<file path="src/rtl/pipo_pipe.sv">
// Elastic parallel-in/parallel-out register pipeline: per-stage valid bits,
// bubble collapsing, synchronous flush and a count of held words.
module pipo_pipe #(
  parameter int WIDTH = 4,
  parameter int DEPTH = 4
) (
  input  logic                       clk,
  input  logic                       rst,
  input  logic                       flush,
  input  logic                       in_valid,
  input  logic [WIDTH-1:0]           in_data,
  output logic                       in_ready,
  output logic                       out_valid,
  output logic [WIDTH-1:0]           out_data,
  input  logic                       out_ready,
  output logic [$clog2(DEPTH+1)-1:0] count
);
  localparam int CW = $clog2(DEPTH+1);

  logic [WIDTH-1:0] data_q [DEPTH];
  logic [DEPTH-1:0] valid_q;
  logic [DEPTH-1:0] valid_d;
  logic [DEPTH-1:0] moveStage;
  logic [CW-1:0]    count_q;
  logic [CW-1:0]    count_d;
  logic             acceptRaw;
  logic             inFire;
  logic             outFire;

  // Walk back from the output: a stage advances when the stage below it is empty or itself advancing.
  always_comb begin
    logic accept;
    accept    = out_ready;
    moveStage = '0;
    for (int i = DEPTH - 1; i >= 0; i--) begin
      moveStage[i] = valid_q[i] && accept;
      accept       = !valid_q[i] || moveStage[i];
    end
    acceptRaw = accept;
  end

  assign in_ready  = !flush && acceptRaw;
  assign inFire    = in_valid && in_ready;
  assign outFire   = out_valid && out_ready;
  assign out_valid = valid_q[DEPTH-1];
  assign out_data  = data_q[DEPTH-1];
  assign count     = count_q;

  always_comb begin
    valid_d    = '0;
    valid_d[0] = inFire || (valid_q[0] && !moveStage[0]);
    for (int i = 1; i < DEPTH; i++) begin
      valid_d[i] = moveStage[i-1] || (valid_q[i] && !moveStage[i]);
    end
    count_d = count_q;
    if (inFire && !outFire) begin
      count_d = count_q + CW'(1);
    end else if (outFire && !inFire) begin
      count_d = count_q - CW'(1);
    end
  end

  // Flush drops every held word but leaves the data registers untouched.
  always_ff @(posedge clk or negedge rst) begin
    if (!rst) begin
      valid_q <= '0;
      count_q <= '0;
      for (int i = 0; i < DEPTH; i++) begin
        data_q[i] <= '0;
      end
    end else if (flush) begin
      valid_q <= '0;
      count_q <= '0;
    end else begin
      valid_q <= valid_d;
      count_q <= count_d;
      if (inFire) begin
        data_q[0] <= in_data;
      end
      for (int i = 1; i < DEPTH; i++) begin
        if (moveStage[i-1]) begin
          data_q[i] <= data_q[i-1];
        end
      end
    end
  end

endmodule

</file>
<file path="config.mk">
export PLATFORM = sky130hd
export DESIGN_NAME = pipo_pipe
export DESIGN_NICKNAME = d
export VERILOG_FILES = /design/src/rtl/pipo_pipe.sv
export SDC_FILE = /design/constraint.sdc
export NUM_CORES = 1
export LEC_CHECK = 0
export CAP_MARGIN = 20
export CORE_AREA = 2 2 54 43
export CTS_BUF_LIST = sky130_fd_sc_hd__clkbuf_4
export CTS_CLUSTER_DIAMETER = 100
export DETAILED_ROUTE_END_ITERATION = 6
export DIE_AREA = 0 0 56 45
export GPL_TIMING_DRIVEN = 0
export PLACE_DENSITY_LB_ADDON = 0.12
export SLEW_MARGIN = 20
export SYNTH_ARGS = -nofsm -noshare
export SYNTH_HDL_FRONTEND = slang
export SYNTH_SLANG_ARGS = --single-unit
</file>
<file path="constraint.sdc">
create_clock -name clk -period 4 [get_ports clk]
set_input_delay 0.8 -clock clk [delete_from_list [all_inputs] [get_ports clk]]
set_output_delay 0.8 -clock clk [all_outputs]
set_load 0.03 [all_outputs]
</file>
; Word level (Yosys, flattened, before mapping)
; Index checks and enable logic that the tools add are counted.
[word_totals]
ff_bits = 23
inputBits = 9
output_inout_bits = 9
wordCells = 48
[classes]
add_sub_neg = 2
n_mux = 4
bitwise = 1
n_reduce_logical = 35
[ops]
columns = operator, n
row1 = logical AND 1 bit, 12
row2 = zero test 1 bit, 10
row3 = 2-to-1 mux 3 bit, 3
row4 = logical OR 1 bit, 8
row5 = AND reduction 2 bit, 4
row6 = 2-to-1 mux 4 bit, 1
row7 = adder 3 x 1 -> 3 bit (second input constant), 1
row8 = nonzero test 3 bit, 1
row9 = subtractor 3 x 1 -> 3 bit (second input constant), 1
row10 = NOT 1 bit, 1

; Logic depth before layout (Yosys ltp)
[depth]
ltp_word = 15
ltp_mapped = 8
depth_no_buf = 7

; Least setup slack after synthesis
; OpenSTA, ideal clock, no wires.
[synth_timing]
kind = in2reg
from = in out_ready
to = reg count_q[2], in the netlist count[2]
setup_ns = 0.125
arrival_time_ns = 2.423
required_ns = 3.875
setup_slack_ns = 1.452
cell_stages = 7
n_path_buf = 1
path_cell_list = nor2b_1 -> buf_6 -> a41o_1 -> a21oi_1 -> fa_1 -> a221oi_1 -> mux2_2
[synth_via]
elab_chain_len = 13
elab_cells_between_ends = 17
cone_classes = 2 x mux / 15 x reduce/logical
[synth_lines]
columns = item, line_no
row1 = start: declaration, 15  ; input logic out_ready,
row2 = logical AND 1 bit *, "36, 44"
row3 = logical OR 1 bit, 37  ; accept = !valid_q[i] || moveStage[i];
row4 = logical AND 1 bit, 36  ; moveStage[i] = valid_q[i] && accept;
row5 = logical OR 1 bit, 37
row6 = logical AND 1 bit, 36
row7 = logical OR 1 bit, 37
row8 = logical AND 1 bit, 36
row9 = logical OR 1 bit, 37
row10 = logical AND 1 bit, 42  ; assign in_ready = !flush && acceptRaw;
row11 = logical AND 1 bit, 43  ; assign inFire = in_valid && in_ready;
row12 = logical AND 1 bit or zero test 1 bit (tied branches), "56, 58"
row13 = 2-to-1 mux 3 bit or logical AND 1 bit (tied branches), "56, 58"
row14 = 2-to-1 mux 3 bit or nonzero test 3 bit (tied branches), -
row15 = end signal: assignment, 76  ; count_q <= count_d;
row16 = end: declaration, 24  ; logic [CW-1:0] count_q;
; Mark *: on every way between the ends. The rest lies on a longest branch, timed or not.
; A chain may end at the register's enable or synchronous reset.

; Worst setup path in the final report
[layout_timing]
from = in flush
to = out in_ready
[layout_via]
elab_chain_len = 2
[layout_lines]
columns = item, line_no
row1 = start: declaration, 9  ; input logic flush,
row2 = zero test 1 bit, 42
row3 = logical AND 1 bit, 42
row4 = end: declaration, 12  ; output logic in_ready,
; Every way passes these cells.

==> flow_metrics.py <==
metrics = {
    "global_routing": {
        "grt_max_degree": 24,
        "use_met1": 0.199,
        "grt_use_met2": 0.249,
        "grt_antenna_before_repair": 0,
        "overflow": 0,
        "use_met3": 0.0659,
        "first_global_vias": 644,
        "grt_pass1_wl_um": 2900,
        "track_usage": 0.154,
        "top_usage_layer": "met2",
    },
    "cells_and_area": {
        "stdcell_area_sq_um": 1320,
        "final_util": 0.670,
        "drive_gt1_frac": 0.292,
        "multi_input_area_sq_um": 447,
        "syn_to_final_growth_pct": 20.7,
        "regArea_sq_um": 576,
        "antennaDiodeCount": 0,
        "final_nets": 117,
        "fill_cells": 164,
    },
    "worst_setup_path": {
        "crit_path_start_kind": "input pin",
        "r2r_slack_ps": 1600,
        "worst-path-buf-inv": 3,
        "critPathSlowestCell": "clkdlybuf4s50_1",
        "critPathMaxStageDelay_ps": 690,
        "worstRegToRegCells": 7,
        "cp.required_ps": 3200,
        "critPathCaptureType": "primary output",
        "cp_common_cell": "clkdlybuf4s50_1",
        "path_class": "input pin to primary output",
        "worstReg2RegEnd": "count[2]",
        "cp.arrival_ps": 2530,
        "r2r-start": "valid_q[3]",
        "crit_chain": "clkdlybuf4s50_1 -> clkbuf_1 -> a41oi_1 -> clkdlybuf4s50_1",
        "crit_family": "buffers and inverters",
        "path_max_fanout": 10,
    },
    "sta": {
        "grt_setup_unrepaired": "no",
        "timing.fmax_mhz": 300,
        "hold_viol_final": 0,
        "fin_crit_sh": 0.833,
        "max-slew-margin-rel": 0.667,
        "finalMaxSlewViolations": 0,
        "period_needed_ps": 3330,
        "tightest_slew_ps": 500,
        "worst_clock_skew_ps": 5.49,
        "setup_viol": 0,
        "tns_ps": 0,
    },
    "synthesis": {
        "synth_ff_type": "dfrtp_1",
        "async_flop_share": 1.00,
        "synthTopCellsByArea": "dfrtp_1, mux2_2, mux2_4",
        "synthesis.nets": 95,
        "synth_edf_count": 0,
        "ys_seq_elements": 23,
        "synthCells": 85,
        "yosysMostFrequentCell": "dfrtp_1",
        "synthesis.area_sq_um": 1090,
        "yosys.area.top_type_share": 0.528,
        "yosysTopAreaCell": "dfrtp_1",
        "synthTopCellsByCount": "dfrtp_1, mux2_2, nor2_1",
        "ys_seq_area_frac": 0.528,
        "synth_warnings": 0,
        "postSynthAreaPerCell_sq_um": 12.8,
        "yosysUniqueCellTypes": 23,
    },
    "clock_network": {
        "cts_buffers": 3,
        "cts_max_path_buffers": 2,
        "cts_resized": 0,
        "cts_tree": "done",
        "cts_hold_buf": 0,
        "cts_max_level": 1,
        "clkTransAtPathRegs_ps": 120,
        "postCtsSetupBuffers": 0,
        "cts.sinks": 23,
        "clk_latency_ps": 300,
        "clock-root-buffer": "clkbuf_4",
    },
    "hold_path": {
        "hp-class": "input pin to async pin",
    },
    "die": {
        "dieArea_sq_um": 2520,
        "die_y_um": 45,
        "core_area_sq_um": 1960,
        "rows": 14,
        "fp.dieW_um": 56,
        "initial_core_util": 0.555,
        "pin_count": 18,
    },
    "status": {
        "status": "finished, final reports clean",
    },
    "routing": {
        "drtAntennaViolNets": 0,
        "drcViolationCount": 0,
        "wl_per_cell_um": 13.1,
        "drt_iter0_markers": 14,
        "firstDrtPassIters": 4,
        "drt-total-wl_um": 1700,
        "route.vias.total": 685,
        "vias_per_cell": 5.27,
    },
    "flow_run": {
        "max-cap-violations": 0,
    },
    "placement": {
        "place_area_sq_um": 1290,
        "place.gp.congestion": 0.727,
        "dp_hpwl_um": 1280,
        "port_buffers": 17,
    },
    "power_and_ir_drop": {
        "total_leakage_power_nw": 0.593,
        "power.density_nw_per_um2": 476,
        "peakVddDrop_mv": 0.368,
    },
}
how the worst max path moves through the flow:
stage                     startpoint       end  slack, ps  depth (start not counted)
after floorplan            out_ready  count[2]       1450                          7
after global placement         flush  in_ready        700                          4
after detailed placement       flush  in_ready        660                          4
after CTS                      flush  in_ready        660                          4
after global routing           flush  in_ready        580                          4
final                          flush  in_ready        670                          4
worst register-to-register path: cells and delay by family (launching register included):
kind                     cells  cell delay [ps]
AO/OA/AOI/OAI                3              710
adder cells (fa/ha/maj)      1              420
buffers and inverters        1              150
flip-flops                   1              450
multiplexers                 1              370
AND/OR/NAND/NOR              1              190
layout by cell type, fill, tap and decap left out:
cell,netlist,final
a31oi_1,2,2
buf_4,4,4
and3b_1,1,1
mux2_4,4,4
nor3b_1,1,1
nor3b_2,1,1
buf_2,0,1
nor2_1,10,10
nand2b_1,1,1
a41o_1,1,1
a211o_1,1,1
clkdlybuf4s50_1,0,16
nand4_1,1,1
a21boi_0,1,1
buf_6,1,1
inv_1,4,4
clkbuf_1,3,3
dfrtp_1,23,23
a221oi_1,1,1
mux2_2,15,15
a311o_4,1,1
fa_1,1,1
nor2b_1,3,3
clkbuf_4,0,4
a41oi_1,2,2
a21oi_1,3,3
metrics by stage:
stage	power, W	setup slack (ps)	instances	hold WS [ps]
6_report	0.000626	669	130	438
5_1_grt	0.000662	576	130	457
4_1_cts	0.000634	665	130	521
3_5_place_dp	0.000523	663	126	493
3_3_place_gp	0.000514	703	126	485
2_1_floorplan	0.000452	1450	85	474
flip-flops by register name (all words and copies together), names as in the netlist:
| name | count |
|---|---|
| out_data | 4 |
| count | 3 |
| data_q | 12 |
| valid_q | 4 |
metal layers:
metal,wire (um),up-vias
met1,836,323
li1,-,344
met5,0,-
met3,94,2
met4,9,0
met2,757,16
power breakdown:
group          internal (W)  switching (W)  leakage [nW]
combinational      0.000114      0.0000845         0.286
clock             0.0000457      0.0000662        0.0184
sequential         0.000287      0.0000291         0.289
cell type report:
type	instances	area share
tap	24	0.0228
multi-input combinational	50	0.340
timing repair buffer	17	0.126
clock buffer	4	0.0228
inverter	4	0.0114
sequential	23	0.438
buffer	8	0.0400
cell families after synthesis:
kind of cell,Yosys count,synth area share
flip-flops,23,0.528
multiplexers,19,0.210
AND/OR/NAND/NOR,18,0.0896
AO/OA/AOI/OAI,12,0.0919
buffers and inverters,12,0.0620
adder cells (fa/ha/maj),1,0.0184
(Power assumes the default switching activity.)
